===== src/rtl/fft_input_loader.sv =====
// fft_input_loader
//   Front end of the FFT. It accepts a frame of N = 2^(A_BIT+2) complex
//   samples over a valid/ready handshake and sign-extends each one from
//   IN_BIT to D_BIT. Each sample is written into one of four sample-RAM
//   banks at its radix-4 digit-reversed position, so the butterfly stages
//   can read the frame in natural order.
//
// Ports
//   iCLK, iRST          clock (rising edge), synchronous active-high reset
//   iSTART              frame start request, honoured only while idle
//   iVALID, oREADY      sample handshake; a transfer is iVALID & oREADY
//   iDATA_RE/IM         signed IN_BIT input sample
//   oDATA_RE/IM         sign-extended D_BIT sample, shared by all banks
//   oADDR_WR            bank write address, shared by all banks
//   oWE_0..oWE_3        one-hot per-bank write enables
//   oBUSY, oDONE        frame in progress / one-cycle completion pulse
module fft_input_loader #(
  parameter int IN_BIT = 16,
  parameter int D_BIT  = 17,
  parameter int A_BIT  = 10
) (
  input  logic              iCLK,
  input  logic              iRST,
  input  logic              iSTART,
  input  logic              iVALID,
  input  logic [IN_BIT-1:0] iDATA_RE,
  input  logic [IN_BIT-1:0] iDATA_IM,
  output logic              oREADY,
  output logic [D_BIT-1:0]  oDATA_RE,
  output logic [D_BIT-1:0]  oDATA_IM,
  output logic [A_BIT-1:0]  oADDR_WR,
  output logic              oWE_0,
  output logic              oWE_1,
  output logic              oWE_2,
  output logic              oWE_3,
  output logic              oBUSY,
  output logic              oDONE
);

  localparam int NB = A_BIT + 2;   // sample index width
  localparam int ND = NB / 2;      // radix-4 digits per index
  localparam logic [NB-1:0] LAST_IDX = '1;

  typedef enum logic [1:0] {IDLE, LOAD, FLUSH, DONE} state_t;

  state_t state, stateNext;
  logic [NB-1:0] sampleIdx;
  logic [NB-1:0] revIdx;
  logic          readyInt;
  logic          xfer;

  logic signed [D_BIT-1:0] dataRe_p1;
  logic signed [D_BIT-1:0] dataIm_p1;
  logic        [A_BIT-1:0] addr_p1;
  logic        [3:0]       we_p1;

  // Base-4 digit i of v moves to digit ND-1-i of the result.
  function automatic logic [NB-1:0] digitRev(input logic [NB-1:0] v);
    logic [NB-1:0] r;
    r = '0;
    for (int i = 0; i < ND; i++) begin
      r[2*(ND-1-i) +: 2] = v[2*i +: 2];
    end
    return r;
  endfunction

  // Plain sign extension: the extra MSBs are headroom for FFT growth.
  function automatic logic signed [D_BIT-1:0] signExt(input logic signed [IN_BIT-1:0] v);
    logic signed [D_BIT-1:0] r;
    r = v;
    return r;
  endfunction

  // Reset wins over a handshake in the same cycle.
  assign readyInt = (state == LOAD) && !iRST;
  assign xfer     = iVALID && readyInt;
  assign revIdx   = digitRev(sampleIdx);

  always_ff @(posedge iCLK) begin
    if (iRST) state <= IDLE;
    else      state <= stateNext;
  end

  always_comb begin
    stateNext = state;
    unique case (state)
      IDLE:    if (iSTART) stateNext = LOAD;
      LOAD:    if (xfer && sampleIdx == LAST_IDX) stateNext = FLUSH;
      FLUSH:   stateNext = DONE;
      DONE:    stateNext = IDLE;
      default: stateNext = IDLE;
    endcase
  end

  // The counter holds at N-1 on the final transfer instead of wrapping.
  always_ff @(posedge iCLK) begin
    if (iRST)                         sampleIdx <= '0;
    else if (state == IDLE && iSTART) sampleIdx <= '0;
    else if (xfer && sampleIdx != LAST_IDX) sampleIdx <= sampleIdx + 1'b1;
  end

  // ---- stage p1: registered bank write ----
  always_ff @(posedge iCLK) begin
    if (iRST) begin
      we_p1     <= '0;
      addr_p1   <= '0;
      dataRe_p1 <= '0;
      dataIm_p1 <= '0;
    end else begin
      we_p1 <= xfer ? (4'b0001 << revIdx[1:0]) : 4'b0000;
      if (xfer) begin
        addr_p1   <= revIdx[NB-1:2];
        dataRe_p1 <= signExt(iDATA_RE);
        dataIm_p1 <= signExt(iDATA_IM);
      end
    end
  end

  assign oREADY   = readyInt;
  assign oBUSY    = (state != IDLE);
  assign oDONE    = (state == DONE);
  assign oDATA_RE = dataRe_p1;
  assign oDATA_IM = dataIm_p1;
  assign oADDR_WR = addr_p1;
  assign oWE_0    = we_p1[0];
  assign oWE_1    = we_p1[1];
  assign oWE_2    = we_p1[2];
  assign oWE_3    = we_p1[3];

endmodule


===== config.mk =====
export PLATFORM = sky130hd
export DESIGN_NAME = fft_input_loader
export DESIGN_NICKNAME = d
export VERILOG_FILES = /design/src/rtl/fft_input_loader.sv
export SDC_FILE = /design/constraint.sdc
export NUM_CORES = 1
export LEC_CHECK = 0
export CAP_MARGIN = 20
export CORE_MARGIN = 4
export CORE_UTILIZATION = 35
export CTS_CLUSTER_DIAMETER = 120
export DETAILED_ROUTE_END_ITERATION = 8
export PLACE_DENSITY_LB_ADDON = 0.12
export SLEW_MARGIN = 0
export SYNTH_ARGS = -nofsm -noshare
export SYNTH_HDL_FRONTEND = slang
export SYNTH_SLANG_ARGS = --single-unit

===== constraint.sdc =====
create_clock -name iCLK -period 1.6 [get_ports iCLK]
set_input_delay 0.48 -clock iCLK [delete_from_list [all_inputs] [get_ports iCLK]]
set_output_delay 0.48 -clock iCLK [all_outputs]
set_load 0.05 [all_outputs]

Yosys cells after proc, flatten, opt, wreduce, memory -nomap -nowiden --
Cells that the tools add are included.
Storage, ports and cells: bits in registers 60, logic and storage cells 30
Cells by class: add/subtract/negate cells 1, equal/unequal tests 7, shift operators 1, mux-type cells 3, bitwise logic cells 1, reductions and logical operators 11
Operator list (count):
- $add 12x1->12 const B | 1
- $eq 12x12->1 const B | 1
- $ne 12x12->1 const B | 1
- $pmux 2 s4 | 1
- $logic_and 1x1->1 | 5
- $eq 2x2->1 const B | 2
- $mux 2 | 2
- $reduce_or 2->1 | 2
- $shl 1x2->4 const A | 1
- $eq 2x1->1 const B | 1
- $logic_not 2->1 | 1
- $ne 2x1->1 const B | 1
- $ne 2x2->1 const B | 1
- $reduce_and 2->1 | 1
- $reduce_bool 2->1 | 1
- $logic_not 1->1 | 1
- $not 1->1 | 1

Longest topological paths before layout --
Gate-level depths: netlist (run 1).
depth after elaboration 6, depth in mapped cells 8, gate-level depth less buffers 6

Worst setup path after synthesis (run 1) --
No wires, ideal clock.
path type register -> register, start register state[1], end register, netlist name oDATA_IM[15], arrival 1858 ps, data required time 1539 ps, slack -318 ps, stages on the path, launching flop included 9, buffers on the path 2, cell sequence dfxtp_1 -> inv_1 -> ha_1 -> and2b_1 -> nand2_1 -> buf_2 -> buf_1 -> nand3_1 -> nand2_1
On the way: cells in the longest elaborated chain, start to end 3
RTL lines:
- start, declared | RTL line 46 | state_t state, stateNext;
- start signal, assigned | RTL line 81 | else state <= stateNext;
- $eq 2x1->1 | RTL line 75 | assign readyInt = (state == LOAD) && !iRST;
- $logic_and 1x1->1 | RTL line 75
- named net oREADY | RTL line 28 | output logic oREADY,
- $logic_and 1x1->1 | RTL line 76 | assign xfer = iVALID && readyInt;
The timed path passes the listed nets, and every way through them passes these cells. A chain may end at the register's enable or synchronous reset.

Final worst setup path (run 1) --
start register state[0], end output oBUSY
On the way: cells in the longest elaborated chain, start to end 1
RTL lines:
- $reduce_bool 2->1 | RTL line 120 | assign oBUSY = (state != IDLE);
- end, declared | RTL line 36 | output logic oBUSY,
No other way between the ends.

==> results of run 1 <==
## where the power goes
part	internal, uW	switching (uW)	total (uW)	leakage (uW)
registers	1640	141	1780	0.000490
logic	993	1010	2010	0.00135
clock network	912	564	1480	0.000113
## cell usage in the layout (no fill, tap or decap), types with 5 or more instances in the layout
cell type,Yosys,routed
a21oi_1,10,8
buf_12,0,53
buf_4,4,40
clkbuf_8,0,10
clkdlybuf4s50_1,0,33
dfxtp_1,60,52
dfxtp_2,0,6
nand2_1,92,90
nand3_1,43,43
o21ai_0,7,6
o31ai_1,6,6
or3_1,5,5
## repair_timing
| action | in CTS | in global routing |
|---|---|---|
| pin swaps | 6 | 9 |
| setup endpoints to repair | 40 | 16 |
| gates resized for setup | 16 | 21 |
| buffers inserted | 4 | 4 |
| hold buffers | 0 | 0 |
## logic make-up after synthesis
logic type	count (synthesis)	share of synthesized area, %
flip-flops	60	49.74
adder cells (fa/ha/maj)	6	3.109
buffers and inverters	27	5.233
AO/OA/AOI/OAI	34	8.964
AND/OR/NAND/NOR	165	32.95
## worst register-to-register path, cell delays in order, from the launching register on
cell and delay, ns:
dfxtp_1 0.36, nand4_1 0.25, buf_4 0.23, nor4_2 0.24, buf_4 0.16, o22ai_1 0.07
a211oi_1 0.21
## routing by layer
layer / up-vias / routed length [um] / track usage [%]
met5: - / 0 / 0
met3: 12 / 368 / 4.308
li1: 1239 / - / -
met2: 68 / 3502 / 27.53
met1: 1136 / 3058 / 19.48
met4: 0 / 131 / 7.035
## worst min-delay path by stage
stage                                    from  slack, ns                        end
floorplan           sampleIdx[1]$_SDFFE_PP0P_       0.44   oADDR_WR[9]$_SDFFE_PP0P_
global placement     oDATA_IM[8]$_SDFFE_PP0P_       0.48   oDATA_IM[8]$_SDFFE_PP0P_
detailed placement   oADDR_WR[5]$_SDFFE_PP0P_       0.48   oADDR_WR[5]$_SDFFE_PP0P_
CTS                  oADDR_WR[8]$_SDFFE_PP0P_       0.49   oADDR_WR[8]$_SDFFE_PP0P_
global route         oADDR_WR[5]$_SDFFE_PP0P_       0.51   oADDR_WR[5]$_SDFFE_PP0P_
finish              sampleIdx[7]$_SDFFE_PP0P_       0.48  sampleIdx[7]$_SDFFE_PP0P_
## stage by stage
step	util (%)	area (um2)	TNS (ns)	hold WS, ns
after global placement	60.87	4113	-18.81	0.4779
after global routing	66.44	4489	-0.5735	0.5096
final	66.44	4489	-0.1613	0.4824
after floorplan	-	2456	-0.1355	0.4439
after detailed placement	60.87	4113	-21.36	0.4845
after CTS	65.06	4395	-0.1862	0.4947
## sequential cells by signal, summed over array words and instances, names as in the netlist
signal,flops
state,2
oDATA_RE,16
oDATA_IM,16
oADDR_WR,10
sampleIdx,12
we_p1,4
## cell type report
cell class | instances | area (um2) | area share (%)
Timing Repair Buffer | 131 | 1743 | 38.82
Inverter | 7 | 31.28 | 0.6968
Sequential cell | 60 | 1216 | 27.09
Clock buffer | 11 | 141.4 | 3.149
Clock inverter | 5 | 75.07 | 1.672
Multi-Input combinational cell | 205 | 1182 | 26.34
Tap cell | 80 | 100.1 | 2.230
==> flow_metrics.tcl, run 1 <==
set metrics [dict create \
    power_density_nw_per_um2 1171 \
    hold_viol 0 \
    h-tree-depth 3 \
    postRouteAntennaNets 0 \
    fmax_ghz 0.5953 \
    first_iter_violations 86 \
    holdCritPathClass "reg2reg" \
    critPathBufInv 4 \
    start_util_pct 35.74 \
    fp.dieW_um 91.07 \
    arrival_ns 1.20 \
    cp-start-kind "register" \
    cts_buffers 9 \
    area_growth_pct 85.91 \
    slew_viol_final 0 \
    synth_flop_cell "dfxtp_1" \
    cap_violations 0 \
    grt_antenna_before_repair 0 \
    dp_slack_ns -0.5190 \
    r2r_end "state[0]$_SDFFE_PP0P_" \
    synthCells 292 \
    yosysMostFrequentCell "nand2_1" \
    place_inst 475 \
    io_pins 87 \
    ys_seq_area_share_pct 49.74 \
    antenna_cells 0 \
    setup_viol 3 \
    nets 456 \
    path_clk_slew_ns 0.06 \
    worst_path_largest_cell_delay_ns 0.36 \
    syn-num-nets 334 \
    synthesis.area_um2 2415 \
    core-area_um2 6756 \
    cts_tree "yes" \
    status "complete, but fails checks" \
    rsz0062_at_grt "true" \
    critical_path_depth 5 \
    crit_end "oBUSY" \
    ys_ff_latch 60 \
    crit_top_cell "inv_4" \
    failed_checks "negative setup slack" \
    grt_max_degree 27 \
    cts_root_buffer "clkbuf_8" \
    syn_area_per_cell_um2 8.270 \
    fillers 522 \
    routed_wl_mm 7.061 \
    vdd.ir_drop.worst_uv 612.1 \
    yosys.area.top_type "dfxtp_1" \
    worstPathRequired_ns 1.12 \
    wire_per_inst_um 14.15 \
    ctsLongestPathBuffers 2 \
    synthTopCellsByArea "dfxtp_1, nand2_1, nand3_1" \
    r2r_slack_ns -0.01 \
    vias_per_cell 4.920 \
    grt.total_usage_pct 16.32 \
    drive_gt1_share_pct 33.89 \
    finalCritPeriodShare_pct 105.0 \
    synth.distinct_cells 40 \
    tightestPinTransition_ns 0.3446 \
    dieArea_um2 8293 \
    path_max_fanout 2 \
    hold_depth 1 \
    startpoint "state[0]$_SDFFE_PP0P_" \
    die_h_um 91.07 \
    grt_overflow 0 \
    critPathTopFamily "flip-flops" \
    cts.sinks 60 \
    via_count 2455 \
    portBuffers 86 \
    final_cells 499 \
    grt_pass1_wl_mm 11.03 \
    synthTopCellsByCount "nand2_1, dfxtp_1, nand3_1, a21oi_1" \
    yosys.area.top_type_share_pct 49.74 \
    fin_ws_ns -0.07969 \
    power_uw 5258 \
    detailed_place_hpwl_mm 4.962 \
    rows 30 \
    cp-end-kind "output pin" \
    fin_crit_ns 1.680 \
    insertion_delay_ns 0.32 \
    dr.pass1.iters 4 \
    gp_congestion 0.7454 \
    finClkSkew_ns 0.002379 \
    critPathKind "reg2out" \
    crit_path_top_delay_cell "dfxtp_2" \
    synth-async-reset-ratio_pct 0 \
    r2r-start "sampleIdx[9]$_SDFFE_PP0P_" \
    p_leak_uw 0.001956 \
    ys_warn_count 0 \
    first_global_vias 2353 \
    reg2reg_depth 6 \
    synth-edff-count 0 \
    drc_errors 0 \
    maxSlewHeadroom_pct 76.83 \
    crit_chain "buf_6, inv_4, ha_4, inv_4, buf_12" \
]
(Power assumes the default switching activity.)
==> inputs of run 2 (changes only) <==
- CAP_MARGIN: 20 -> unset
==> results of run 2 <==
Final layout, timing and power as in run 1 (identical DEF).
==> inputs of run 3 (changes only) <==
- CTS_BUF_LIST: unset -> sky130_fd_sc_hd__clkbuf_4 sky130_fd_sc_hd__clkbuf_8
==> run 3 against run 2 <==
  * The flow still finishes with violations (negative setup slack)
  * Clock skew barely moved
  * Worst hold slack is the same
  * Die area stayed put
  * Non-clock buffer count unchanged
  * Sequential power about the same
  * Critical path depth unchanged
  * Highest routed layer unchanged
==> flow_metrics.tcl, run 3 (same netlist as run 1, synthesis figures left out) <==
set metrics [dict create \
    status "complete, but fails checks" \
    failed_checks "negative setup slack" \
    maxSlewHeadroom_pct 76.83 \
    path_max_fanout 2 \
    postRouteAntennaNets 0 \
    internal_power_uw 3557 \
    first_iter_violations 86 \
    grt_pass1_wl_mm 11.04 \
    placedInstanceArea_um2 4113 \
    grt_overflow 0 \
    detailed_place_hpwl_mm 4.962 \
    grt_antenna_before_repair 0 \
    r2r_slack_ns -0.01 \
    reg2reg_depth 6 \
    tightestPinTransition_ns 0.3446 \
    combPwrFrac_pct 38.0 \
    power_density_nw_per_um2 1174 \
    area_growth_pct 86.06 \
    dieArea_um2 8293 \
    cp-start-kind "register" \
    wire_per_inst_um 14.16 \
    grt.total_usage_pct 16.34 \
    cts.sinks 60 \
    holdCritPathClass "reg2reg" \
    gp_congestion 0.7454 \
    power.switching_uw 1717 \
    fp.dieW_um 91.07 \
    path_clk_slew_ns 0.06 \
    critPathKind "reg2out" \
    holdWs_ns 0.4824 \
    routed_wl_mm 7.066 \
    nets 456 \
    cap_violations 0 \
    worstPathRequired_ns 1.12 \
    h-tree-depth 3 \
    hold_depth 1 \
    start_util_pct 35.74 \
    min_to "sampleIdx[7]$_SDFFE_PP0P_" \
    core-area_um2 6756 \
    dr.pass1.iters 4 \
    arrival_ns 1.20 \
    via_count 2452 \
    switching_share_pct 32.56 \
    drc_errors 0 \
    rows 30 \
    p_clk_share_pct 28.3 \
    fmax_ghz 0.5957 \
    slew_viol_final 0 \
    io_pins 87 \
    final_area_um2 4493 \
    final_cell_mix "nand2_1, buf_12, dfxtp_1, nand3_1, buf_4" \
    fin_ws_ns -0.07872 \
    r2r_end "state[0]$_SDFFE_PP0P_" \
    setup_viol 3 \
    fin_crit_ns 1.679 \
    power_uw 5275 \
    p_seq_share_pct 33.7 \
    cts_root_buffer "clkbuf_8" \
    vdd.ir_drop.worst_uv 612.0 \
    final_util_pct 66.50 \
    cts_buffers 9 \
    vias_per_cell 4.914 \
    die_h_um 91.07 \
    finClkSkew_ns 0.002877 \
    grt_max_degree 27 \
    setup_tns_ns -0.1655 \
    r2r-start "sampleIdx[9]$_SDFFE_PP0P_" \
    finalCritPeriodShare_pct 104.9 \
    cp-end-kind "output pin" \
    hold_buffers 0 \
    insertion_delay_ns 0.32 \
    cts_tree "yes" \
    portBuffers 86 \
    ctsLongestPathBuffers 2 \
    hold_start "sampleIdx[7]$_SDFFE_PP0P_" \
    p_leak_uw 0.001959 \
    rsz0062_at_grt "true" \
    drive_gt1_share_pct 34.13 \
    hold_viol 0 \
    final_common_cell "nand2_1" \
    first_global_vias 2356 \
    antenna_cells 0 \
]
==> run 3: cell count changes in the layout (fill, tap and decap cells not counted) <==
cell and delta:
clkbuf_4 +1, clkbuf_1 -1
==> run 3: area by class of cell <==
cell class | instances | area (um2)
tap | 80 | 100.1
inverter | 7 | 31.28
multi-input combinational | 205 | 1182
timing repair buffer | 131 | 1743
sequential | 60 | 1216
fill | 523 | 2263
clock inverter | 5 | 75.07
clock buffer | 11 | 145.1
==> run 3: what timing repair did <==
item | in CTS | in global routing
endpoints found under the setup margin | 40 | 16
setup buffers | 4 | 4
pin swaps | 6 | 9
gates resized for setup | 16 | 21
==> run 3: layer usage <==
metal / track usage [%] / routed length [um] / vias to the layer above
met5: 0 / 0 / -
met2: 27.53 / 3493 / 73
li1: - / - / 1240
met3: 4.308 / 390 / 12
met1: 19.53 / 3050 / 1127
met4: 7.035 / 131 / 0
==> run 3: power by group through the flow <==
stage	registers, uW	clock network, uW	logic [uW]
2_1_floorplan	2140	0	541
3_3_place_gp	1800	0	1820
3_5_place_dp	1810	0	1840
4_1_cts	1780	1540	1980
5_1_grt	1790	1600	2100
6_report	1780	1490	2000
==> run 3: metrics by stage <==
step	setup slack, ns	cells
detailed placement	-0.5190	475
CTS	-0.09394	495
floorplan	-0.06188	292
global placement	-0.4902	475
global route	-0.1158	499
finish	-0.07872	499
==> run 3: worst max-delay path: stages, from the launching register on <==
cell	delay, ns
dfxtp_2	0.36
buf_6	0.12
inv_4	0.04
ha_4	0.16
inv_4	0.07
buf_12	0.13
==> run 3: worst max-delay path by stage <==
| stage | slack, ns | to | start | cells after the start |
|---|---|---|---|---|
| floorplan | -0.06 | sampleIdx[11]$_SDFFE_PP0P_ | iRST | 6 |
| global placement | -0.49 | sampleIdx[11]$_SDFFE_PP0P_ | iVALID | 5 |
| global route | -0.12 | oBUSY | state[0]$_SDFFE_PP0P_ | 5 |
| finish | -0.08 | oBUSY | state[0]$_SDFFE_PP0P_ | 5 |
| detailed placement | -0.52 | sampleIdx[11]$_SDFFE_PP0P_ | iVALID | 5 |
| CTS | -0.09 | oREADY | state[1]$_SDFFE_PP0P_ | 4 |
